===== src/rtl/pixel_mem_pkg.sv =====
// Shared geometry and addressing for the 1-bit-per-pixel image memory
// (8 pixels per byte, bit 0 holds the lowest x in the byte).
package pixel_mem_pkg;

  localparam int IMG_WIDTH     = 640;
  localparam int IMG_HEIGHT    = 480;
  localparam int BYTES_PER_ROW = IMG_WIDTH / 8;
  localparam int PIX_ADDR_W    = 16;

  typedef logic [PIX_ADDR_W-1:0] pix_addr_t;
  typedef logic [9:0]            coord_t;

  // Row-major byte address; computed at 17 bits so out-of-range inputs wrap predictably.
  function automatic pix_addr_t pix_byte_addr(input coord_t x, input coord_t y,
                                              input int bytes_per_row = BYTES_PER_ROW);
    logic [16:0] a;
    a = 17'(y) * 17'(bytes_per_row) + 17'(x >> 3);
    return a[PIX_ADDR_W-1:0];
  endfunction

endpackage


===== src/rtl/pixel_read_arbiter_if.sv =====
// Requester-side bundle: level requests with packed coordinates,
// one-hot ack and tagged one-cycle responses.
interface pixel_read_arbiter_if #(
  parameter int NREQ = 4
);
  logic [NREQ-1:0]    req;
  logic [NREQ*10-1:0] x;
  logic [NREQ*10-1:0] y;
  logic [NREQ-1:0]    ack;
  logic [NREQ-1:0]    resp_valid;
  logic               resp_pixel;
  logic               resp_oob;

  modport master (
    output req, x, y,
    input  ack, resp_valid, resp_pixel, resp_oob
  );

  modport slave (
    input  req, x, y,
    output ack, resp_valid, resp_pixel, resp_oob
  );
endinterface


===== src/rtl/rr_arbiter.sv =====
// Round-robin arbiter: combinational one-hot grant, rotating priority
// pointer that advances past the last winner.
module rr_arbiter #(
  parameter  int N    = 4,
  localparam int ID_W = (N > 1) ? $clog2(N) : 1
) (
  input  logic            clk,
  input  logic            reset,
  input  logic            en,
  input  logic [N-1:0]    req,
  output logic [N-1:0]    gnt,
  output logic [ID_W-1:0] gnt_id
);

  logic [ID_W-1:0] ptr;
  logic [ID_W-1:0] idx;
  logic            found;

  // Search starts at the pointer and wraps; the first requester found wins.
  always_comb begin
    gnt    = '0;
    gnt_id = '0;
    found  = 1'b0;
    idx    = '0;
    for (int k = 0; k < N; k++) begin
      idx = ID_W'((int'(ptr) + k) % N);
      if (!found && en && !reset && req[idx]) begin
        found    = 1'b1;
        gnt[idx] = 1'b1;
        gnt_id   = idx;
      end
    end
  end

  always_ff @(posedge clk) begin
    if (reset) begin
      ptr <= '0;
    end else if (found) begin
      ptr <= (gnt_id == ID_W'(N - 1)) ? '0 : gnt_id + 1'b1;
    end
  end

endmodule


===== src/rtl/pixel_read_arbiter.sv =====
// Shares the image memory read port among NREQ pixel requesters; every grant
// becomes a tagged pixel response exactly three cycles later.
module pixel_read_arbiter
  import pixel_mem_pkg::*;
#(
  parameter int WIDTH  = IMG_WIDTH,
  parameter int HEIGHT = IMG_HEIGHT,
  parameter int NREQ   = 4
) (
  input  logic                 clk,
  input  logic                 reset,
  input  logic                 en,
  pixel_read_arbiter_if.slave  rq,
  output pix_addr_t            rdaddress,
  input  logic [7:0]           rdata
);

  localparam int ID_W = $clog2(NREQ);
  localparam int BPR  = WIDTH / 8;

  logic [NREQ-1:0] gnt;
  logic [ID_W-1:0] gnt_id;
  logic            grant_any;
  coord_t          x_sel;
  coord_t          y_sel;
  logic            oob_sel;

  rr_arbiter #(.N(NREQ)) u_arb (
    .clk    (clk),
    .reset  (reset),
    .en     (en),
    .req    (rq.req),
    .gnt    (gnt),
    .gnt_id (gnt_id)
  );

  assign rq.ack    = gnt;
  assign grant_any = |gnt;

  always_comb begin
    x_sel = '0;
    y_sel = '0;
    for (int i = 0; i < NREQ; i++) begin
      if (gnt_id == ID_W'(i)) begin
        x_sel = rq.x[i*10 +: 10];
        y_sel = rq.y[i*10 +: 10];
      end
    end
  end

  assign oob_sel = (int'(x_sel) >= WIDTH) || (int'(y_sel) >= HEIGHT);

  logic            vld_p0, vld_p1;
  logic [ID_W-1:0] id_p0, id_p1;
  logic [2:0]      bit_p0, bit_p1;
  logic            oob_p0, oob_p1;
  logic [NREQ-1:0] resp_valid_q;
  logic            resp_pixel_q;
  logic            resp_oob_q;

  // Stage A: capture the grant and issue the byte address (held on out-of-range).
  always_ff @(posedge clk) begin
    if (reset) begin
      vld_p0    <= 1'b0;
      rdaddress <= '0;
    end else begin
      vld_p0 <= grant_any;
      if (grant_any && !oob_sel) begin
        rdaddress <= pix_byte_addr(x_sel, y_sel, BPR);
      end
    end
  end

  always_ff @(posedge clk) begin
    id_p0  <= gnt_id;
    bit_p0 <= x_sel[2:0];
    oob_p0 <= oob_sel;
  end

  // Stage B: memory samples rdaddress; tag travels alongside.
  always_ff @(posedge clk) begin
    if (reset) begin
      vld_p1 <= 1'b0;
    end else begin
      vld_p1 <= vld_p0;
    end
  end

  always_ff @(posedge clk) begin
    id_p1  <= id_p0;
    bit_p1 <= bit_p0;
    oob_p1 <= oob_p0;
  end

  // Stage C: rdata valid; select the bit and strobe the owning requester.
  always_ff @(posedge clk) begin
    if (reset) begin
      resp_valid_q <= '0;
      resp_pixel_q <= 1'b0;
      resp_oob_q   <= 1'b0;
    end else begin
      resp_valid_q <= '0;
      if (vld_p1) begin
        resp_valid_q[id_p1] <= 1'b1;
        resp_pixel_q        <= oob_p1 ? 1'b0 : rdata[bit_p1];
        resp_oob_q          <= oob_p1;
      end
    end
  end

  assign rq.resp_valid = resp_valid_q;
  assign rq.resp_pixel = resp_pixel_q;
  assign rq.resp_oob   = resp_oob_q;

endmodule


===== src/flat_wrapper.sv =====
// flat-port wrapper written by rule: the top's interface ports become plain ports
module pixel_read_arbiter_flat import pixel_mem_pkg::*;
#(
  parameter int WIDTH  = IMG_WIDTH,
  parameter int HEIGHT = IMG_HEIGHT,
  parameter int NREQ   = 4
)
  (clk, reset, en, rdaddress, rdata, rq_req, rq_x, rq_y, rq_ack, rq_resp_valid, rq_resp_pixel, rq_resp_oob);
  pixel_read_arbiter_if #(.NREQ(NREQ)) rq_i ();
  input  logic clk;
  input  logic reset;
  input  logic en;
  output pix_addr_t rdaddress;
  input  logic [7:0] rdata;
  input wire logic [$bits(rq_i.req)-1:0] rq_req;
  input wire logic [$bits(rq_i.x)-1:0] rq_x;
  input wire logic [$bits(rq_i.y)-1:0] rq_y;
  output wire logic [$bits(rq_i.ack)-1:0] rq_ack;
  output wire logic [$bits(rq_i.resp_valid)-1:0] rq_resp_valid;
  output wire logic [$bits(rq_i.resp_pixel)-1:0] rq_resp_pixel;
  output wire logic [$bits(rq_i.resp_oob)-1:0] rq_resp_oob;
  assign rq_i.req = rq_req;
  assign rq_i.x = rq_x;
  assign rq_i.y = rq_y;
  assign rq_ack = rq_i.ack;
  assign rq_resp_valid = rq_i.resp_valid;
  assign rq_resp_pixel = rq_i.resp_pixel;
  assign rq_resp_oob = rq_i.resp_oob;
  pixel_read_arbiter #(.WIDTH(WIDTH), .HEIGHT(HEIGHT), .NREQ(NREQ)) u_core (.clk(clk), .reset(reset), .en(en), .rq(rq_i), .rdaddress(rdaddress), .rdata(rdata));
endmodule

===== config.mk =====
export PLATFORM = sky130hd
export DESIGN_NAME = pixel_read_arbiter_flat
export DESIGN_NICKNAME = d
export VERILOG_FILES = /design/src/rtl/pixel_mem_pkg.sv /design/src/rtl/pixel_read_arbiter_if.sv /design/src/rtl/rr_arbiter.sv /design/src/rtl/pixel_read_arbiter.sv /design/src/flat_wrapper.sv
export SDC_FILE = /design/constraint.sdc
export NUM_CORES = 1
export LEC_CHECK = 0
export ABC_CLOCK_PERIOD_IN_PS = 10500
export CAP_MARGIN = 20
export CORE_UTILIZATION = 25
export DETAILED_ROUTE_END_ITERATION = 8
export GPL_ROUTABILITY_DRIVEN = 0
export SLEW_MARGIN = 20
export SYNTH_ARGS = -nofsm -noshare
export SYNTH_HDL_FRONTEND = slang
export SYNTH_SLANG_ARGS = --single-unit

===== constraint.sdc =====
create_clock -name clk -period 10.5 [get_ports clk]
set_input_delay 1.575 -clock clk [delete_from_list [all_inputs] [get_ports clk]]
set_output_delay 1.575 -clock clk [all_outputs]
set_load 0.02 [all_outputs]

==> results by group, run 1 <==
Status
  – Status: completed

Power
  – Net switching fraction of the power: 35.5%
  – Internal power: 0.428 mW
  – P_leak: around 1.8 nW
  – Pwr dens: 142 mW/mm^2
  – Total power: 0.664 mW
  – Sequential fraction of design power: 26.0%
  – Clock network fraction of total power: approximately a quarter
  – Gate power share: 49.3%
  – Net Switching: 0.236 mW
  – Peak supply drop: 0.0546 mV

GRT
  – Vias in the first global route: between 3000 and 4000
  – Initial antenna violation count: 0
  – Tot GR Track Use: 12.9%
  – GRT overflow: 0
  – First-pass GRT wire length: 13900 um
  – Largest net degree at the start of global routing: roughly 40

Critical path
  – FF-to-FF Start: u_core.u_arb.ptr[0]
  – Setup crit start kind: input pin
  – WP buf/inv: 5
  – R2r setup slk: between 4000 and 5000 ps
  – Required @ worst endpoint: approximately 11000 ps
  – CP startpoint: rq_req[0]
  – Reg2Reg Depth: 24
  – CP peak stage delay: 620 ps
  – CP arrival: 7240 ps
  – Worst flop-to-flop path endpoint: u_core.rdaddress[15]
  – Slowest cell on crit path: or4b_2
  – Crit-path leading delay family: compound AO/OA/AOI/OAI gates
  – Critical Path Stages: 23
  – Crit path cell chain: clkdlybuf4s50_1 -> or2_2 -> a2111oi_0 -> o311a_2 -> inv_1 -> o32a_1 -> inv_1 -> ha_1 -> buf_4 -> a21oi_1 -> a21oi_1 -> nor2_1 -> a21oi_1 -> inv_1 -> ha_1 -> ha_1 -> o21ai_0 -> or4b_2 -> nand4_1 -> o311ai_0 -> nor4bb_1 -> xnor2_1 -> o21bai_1
  – Critical-path maximum fanout: 40
  – CP Capture Type: flop
  – Kind of critical path: in2reg

STA
  – RSZ-0062 raised after global routing: false
  – # setup viols final: 0
  – Max Clk Rate: 0.141 GHz
  – Part of the cycle the worst path needs: 67.3%
  – Final Hold Viols: 0
  – WHS: 322 ps
  – Slew @ Worst Pin: roughly 560 ps
  – Post-route setup TNS: 0 ps
  – Setup Skew: around 2.7 ps
  – Final WS setup: 3430 ps
  – Max_slew headroom: 61.7%
  – Final min period: ~7100 ps
  – Pins Over Slew Limit: 0

Clock network
  – Post-CTS Hold Buffers: 0
  – Clk slew on worst S/H paths: 50 ps
  – CTS sink count: 38
  – CTS buffer count: 5
  – H-tree levels: 2
  – Clock buffer depth: 2
  – Post-CTS Resized: 0
  – CTS root buf: clkbuf_16
  – # Post-CTS Setup Buffers: 0
  – CTS tree: yes
  – Skew-Pair Late Insertion Delay: 280 ps

Worst hold path
  – Min-delay src: u_core.bit_p0[0]
  – Hold Path Cell Cnt: 0
  – Min-Delay Path Class: reg2reg
  – Hold EP: u_core.bit_p1[0]

Route
  – Vias/cell: 4.68
  – Drt drc: 0
  – Avg WL per Cell: 12.9 um
  – Post-route antenna net violation count: 0
  – Via count: about 3100
  – Total Routed Length: 8560 um
  – Initial DRC Count: about 180
  – First drt pass iteration count: 4

Synth
  – Synth Area in Compound Gates: between 20% and 30%
  – #FFs+latches synth: 38
  – Mapped Area: between 0.003 and 0.004 mm^2
  – Mux cell area share after synthesis: roughly 7.4%
  – Cell taking the most area after synthesis: dfxtp_1
  – Synth top area cells: dfxtp_1 24%, a21oi_1 9.6%, ha_1 9.4%, a311oi_2 4.7%, mux4_2 4.2%
  – Simple-gate area share of the yosys netlist: around a fifth
  – Synth Flop Type: dfxtp_1
  – XOR/XNOR share of the synthesized area: 4.94%
  – Cells after Synth: 390
  – Seq/Total Area, Yosys: between 20% and 30%
  – Syn_nets: 511
  – Largest family of logic cells by synthesized area: compound AO/OA/AOI/OAI gates
  – Mean Syn Cell Area: 8.19 um^2
  – Netlist cell types: 57
  – Synth Area in Adders: 10.7%
  – Most common cell in the netlist: a21oi_1
  – Synth Warn #: 0
  – Yosys top cell area share: about a quarter
  – Most frequent cells after synthesis: 61 x a21oi_1, 38 x dfxtp_1, 35 x nor2_1
  – Share of synthesized registers carrying an async set or reset: 0%
  – Number of flops mapped to enable cells by yosys: 0

Die
  – Core area: ~0.012 mm^2
  – Initial core utilization: 26.2%
  – Width of the die: around 120 um
  – Die span in y: 115 um
  – Full die area: 0.0132 mm^2
  – FP Rows: 40
  – Ports: 121

Layout
  – Share of cells above drive strength 1: 7.83%
  – Final Util: 38.2%
  – Antenna diode count: 0
  – Area delta synth->final: 46.0%
  – Nets: 618
  – Fin cells: 666
  – Post-route cell area: 0.00466 mm^2

Placement
  – Port bufs: 120
  – Post-Place Worst Slack: 3010 ps
  – Dpl cells: 658
  – Area after DPL: 0.00450 mm^2
  – DP HPWL: 6870 um

Job
  – Max Cap Viol: 0
-- power groups by stage --
| stage | clock network, mW | logic (mW) | registers [mW] |
|---|---|---|---|
| finish | 0.164 | 0.327 | 0.173 |
| global route | 0.175 | 0.363 | 0.175 |
| CTS | 0.168 | 0.330 | 0.173 |
| detailed placement | 0 | 0.328 | 0.176 |
| global placement | 0 | 0.322 | 0.176 |
| floorplan | 0 | 0.216 | 0.186 |
-- registers in the layout (all words and copies together), names as in the netlist, 2 cells and up --
| signal | flops |
|---|---|
| u_core.rdaddress | 16 |
| u_core.rq.resp_valid | 4 |
| u_core.bit_p0 | 3 |
| u_core.bit_p1 | 3 |
| u_core.id_p0 | 2 |
| u_core.id_p1 | 2 |
| u_core.u_arb.ptr | 2 |
-- kinds of logic (layout without fill, tap and decap cells) --
family | Yosys count | in the layout
flops | 38 | 38
simple gates | 115 | 115
mux | 16 | 16
buf+inv | 50 | 158
xor+xnor | 18 | 18
compound gates | 127 | 127
fa+ha+maj | 26 | 26
-- layout make-up --
class | count | area (um^2)
Clock inverter | 3 | 40.0
Sequential cell | 38 | 761
Multi-Input combinational cell | 302 | 2200
Inverter | 26 | 97.6
Clock buffer | 5 | 125
Fill cell | 1259 | 7550
Timing Repair Buffer | 124 | 1230
Tap cell | 168 | 210
-- routing by layer --
metal	routed length, um	GRT usage, %	vias to the layer above
met1	4230	17.7	1397
met3	388	1.95	14
li1	-	-	1617
met4	153	4.85	0
met2	3790	20.3	91
met5	0	0	-
-- how the worst max path moves through the flow --
stage | end | slack, ps
floorplan | u_core.rdaddress[15] | 3510
CTS | u_core.rdaddress[15] | 3280
finish | u_core.rdaddress[15] | 3430
detailed placement | u_core.rdaddress[15] | 3010
global route | u_core.rdaddress[15] | 2960
global placement | u_core.rdaddress[15] | 3240
-- cell usage in the layout, fill, tap and decap left out, types with 12 or more instances in the layout --
master,instances
ha_1,23
clkdlybuf4s50_1,120
nand2_1,30
o21ai_0,20
a22oi_1,12
dfxtp_1,38
nor2_1,35
inv_1,26
a21oi_1,61
Note: power is estimated with default switching activity, not from simulation.
==> run 2, diff against run 1 <==
--- a/config.mk
+++ b/config.mk
@@ -5,7 +5,7 @@
 export SDC_FILE = /design/constraint.sdc
 export NUM_CORES = 1
 export LEC_CHECK = 0
-export ABC_CLOCK_PERIOD_IN_PS = 10500
+export ABC_CLOCK_PERIOD_IN_PS = 6400
 export CAP_MARGIN = 20
 export CORE_UTILIZATION = 25
 export DETAILED_ROUTE_END_ITERATION = 8
==> constraint.sdc (replaced) <==
create_clock -name clk -period 6.4 [get_ports clk]
set_input_delay 0.96 -clock clk [delete_from_list [all_inputs] [get_ports clk]]
set_output_delay 0.96 -clock clk [all_outputs]
set_load 0.02 [all_outputs]
==> results by group, run 2 (synthesis results as in run 1) <==
Status
  – Status: completed

Critical path
  – Reg2Reg Depth: 24
  – Setup crit start kind: input pin
  – FF-to-FF Start: u_core.u_arb.ptr[1]
  – Crit path cell chain: clkdlybuf4s50_1 -> or4_2 -> nor2_1 -> o311a_2 -> inv_1 -> o32a_1 -> inv_1 -> ha_2 -> buf_12 -> a21oi_1 -> a21oi_1 -> nor2_1 -> a21oi_1 -> inv_1 -> ha_1 -> ha_1 -> o21ai_0 -> or4b_2 -> nand4_1 -> o311ai_1 -> nor4bb_1 -> xnor2_1 -> o21bai_1
  – Required @ worst endpoint: 6560 ps
  – Crit-path leading delay family: simple AND/OR/NAND/NOR gates
  – CP startpoint: rq_req[0]
  – R2r setup slk: 710 ps
  – Critical Path Stages: 23
  – Critical-path maximum fanout: 20
  – CP peak stage delay: 670 ps
  – CP arrival: between 6000 and 7000 ps
  – WP buf/inv: 5
  – Worst flop-to-flop path endpoint: u_core.rdaddress[15]
  – Slowest cell on crit path: or4_2
  – Kind of critical path: in2reg
  – CP Capture Type: flop
  – CP Capture Point: u_core.rdaddress[15]

Die
  – Die span in y: 115 um
  – Core area: 0.0122 mm^2
  – Width of the die: 115 um
  – Full die area: 0.0132 mm^2
  – Initial core utilization: 26.2%
  – Ports: 121
  – FP Rows: 40

Placement
  – DP HPWL: 6880 um
  – Port bufs: 120
  – Post-Place Worst Slack: -103 ps

Power
  – P_leak: 1.89 nW
  – Pwr dens: 226 mW/mm^2
  – Peak supply drop: 0.102 mV

STA
  – Max Clk Rate: 0.168 GHz
  – Final Hold Viols: 0
  – Slew @ Worst Pin: 476 ps
  – Pins Over Slew Limit: 0
  – # setup viols final: 0
  – Max_slew headroom: ~68%
  – Setup Skew: 2.76 ps
  – Final WS setup: between 400 and 500 ps
  – WHS: 326 ps
  – Part of the cycle the worst path needs: 92.8%
  – RSZ-0062 raised after global routing: false
  – Final min period: 5940 ps

Clock network
  – Clock buffer depth: 2
  – CTS buffer count: 5
  – Post-CTS Hold Buffers: 0
  – CTS sink count: 38
  – CTS root buf: clkbuf_16
  – Skew-Pair Late Insertion Delay: 270 ps
  – CTS tree: yes
  – Clk slew on worst S/H paths: 50 ps
  – H-tree levels: 2

Route
  – Post-route antenna net violation count: 0
  – Total Routed Length: around 8500 um
  – Vias/cell: ~4.6
  – Via count: 3121
  – Drt drc: 0
  – First drt pass iteration count: 4
  – Initial DRC Count: between 100 and 150
  – Avg WL per Cell: 12.5 um

GRT
  – Tot GR Track Use: 12.9%
  – Initial antenna violation count: 0
  – GRT overflow: 0
  – Vias in the first global route: 2976
  – Largest net degree at the start of global routing: 42
  – First-pass GRT wire length: 13900 um

Layout
  – Nets: 628
  – Most common cell after layout, fill and taps aside: clkdlybuf4s50_1
  – Commonest cells after routing, fill and taps aside: 119 x clkdlybuf4s50_1, 61 x a21oi_1, 38 x dfxtp_1, 35 x nor2_1, 30 x nand2_1
  – Max reg flops: 16
  – Share of cells above drive strength 1: 10.0%
  – Biggest register: u_core.rdaddress
  – Antenna diode count: 0
  – Area delta synth->final: 49.7%
  – Fillers: 1271

Job
  – Max Cap Viol: 0

Worst hold path
  – Min-Delay Path Class: reg2reg
-- run 2: cell types whose count changed in the layout (fill, tap and decap cells not counted), sizes merged --
| cell | change |
|---|---|
| dlymetal6s2s | +1 |
| clkinv | -1 |
| clkbuf | +2 |
| buf | +10 |
| bufinv | -1 |
| clkdlybuf4s50 | -1 |
-- run 2: metrics by stage --
| step | std cells | instance area [um^2] | total power, mW | util (%) | setup TNS (ps) |
|---|---|---|---|---|---|
| 3_5_place_dp | 668 | 4610 | 0.844 | 37.7 | -103 |
| 6_report | 676 | 4780 | 1.08 | 39.1 | 0 |
| 2_1_floorplan | 390 | 3190 | 0.659 | - | 0 |
| 3_3_place_gp | 668 | 4610 | 0.836 | 37.7 | 0 |
| 4_1_cts | 676 | 4760 | 1.09 | 38.9 | 0 |
| 5_1_grt | 676 | 4780 | 1.17 | 39.1 | 0 |
-- run 2: routing by layer --
layer	track usage, %	wire length (um)
met1	17.9	4190
met2	20.9	3810
met3	1.95	384
met4	3.38	70
met5	0	0
-- run 2: repair_timing --
item,in CTS,in global routing
gates resized for setup,0,9
setup buffers,0,0
endpoints found under the setup margin,0,5
hold endpoints to repair,0,0
-- run 2: power breakdown --
group / internal [mW] / total [mW] / switching [mW]
combinational: 0.272 / 0.559 / 0.287
clock: 0.154 / 0.239 / 0.0852
sequential: 0.267 / 0.283 / 0.0155
total: 0.693 / 1.08 / 0.388
-- run 2: cell type report --
cell class                 instances  area, um^2  share of cell area, %
clock buffer                       7         143                   2.98
clock inverter                     1        5.00                  0.105
inverter                          26        97.6                   2.04
multi-input combinational        302        2210                   46.3
sequential                        38         761                   15.9
tap                              168         210                   4.40
timing repair buffer             134        1350                   28.2
-- run 2: worst reg2reg max path: cells and delay by family (launching register included) --
kind	cells	cell delay, ps
buffers and inverters	5	530
and+or+nand+nor	5	1540
xor gates and xnor gates	1	160
DFF	1	470
adders and majority gates	4	1280
AOI/OAI and AO/OA	9	1580
-- run 2: worst min-delay path by stage --
stage / startpoint / to / slack (ps) / depth (start not counted)
floorplan: u_core.bit_p0[0] / u_core.bit_p1[0] / 310 / 0
global placement: u_core.oob_p0 / u_core.oob_p1 / 310 / 0
detailed placement: u_core.bit_p0[1] / u_core.bit_p1[1] / 320 / 0
CTS: u_core.bit_p0[0] / u_core.bit_p1[0] / 330 / 0
global route: u_core.oob_p0 / u_core.oob_p1 / 340 / 0
finish: u_core.bit_p0[1] / u_core.bit_p1[1] / 330 / 0
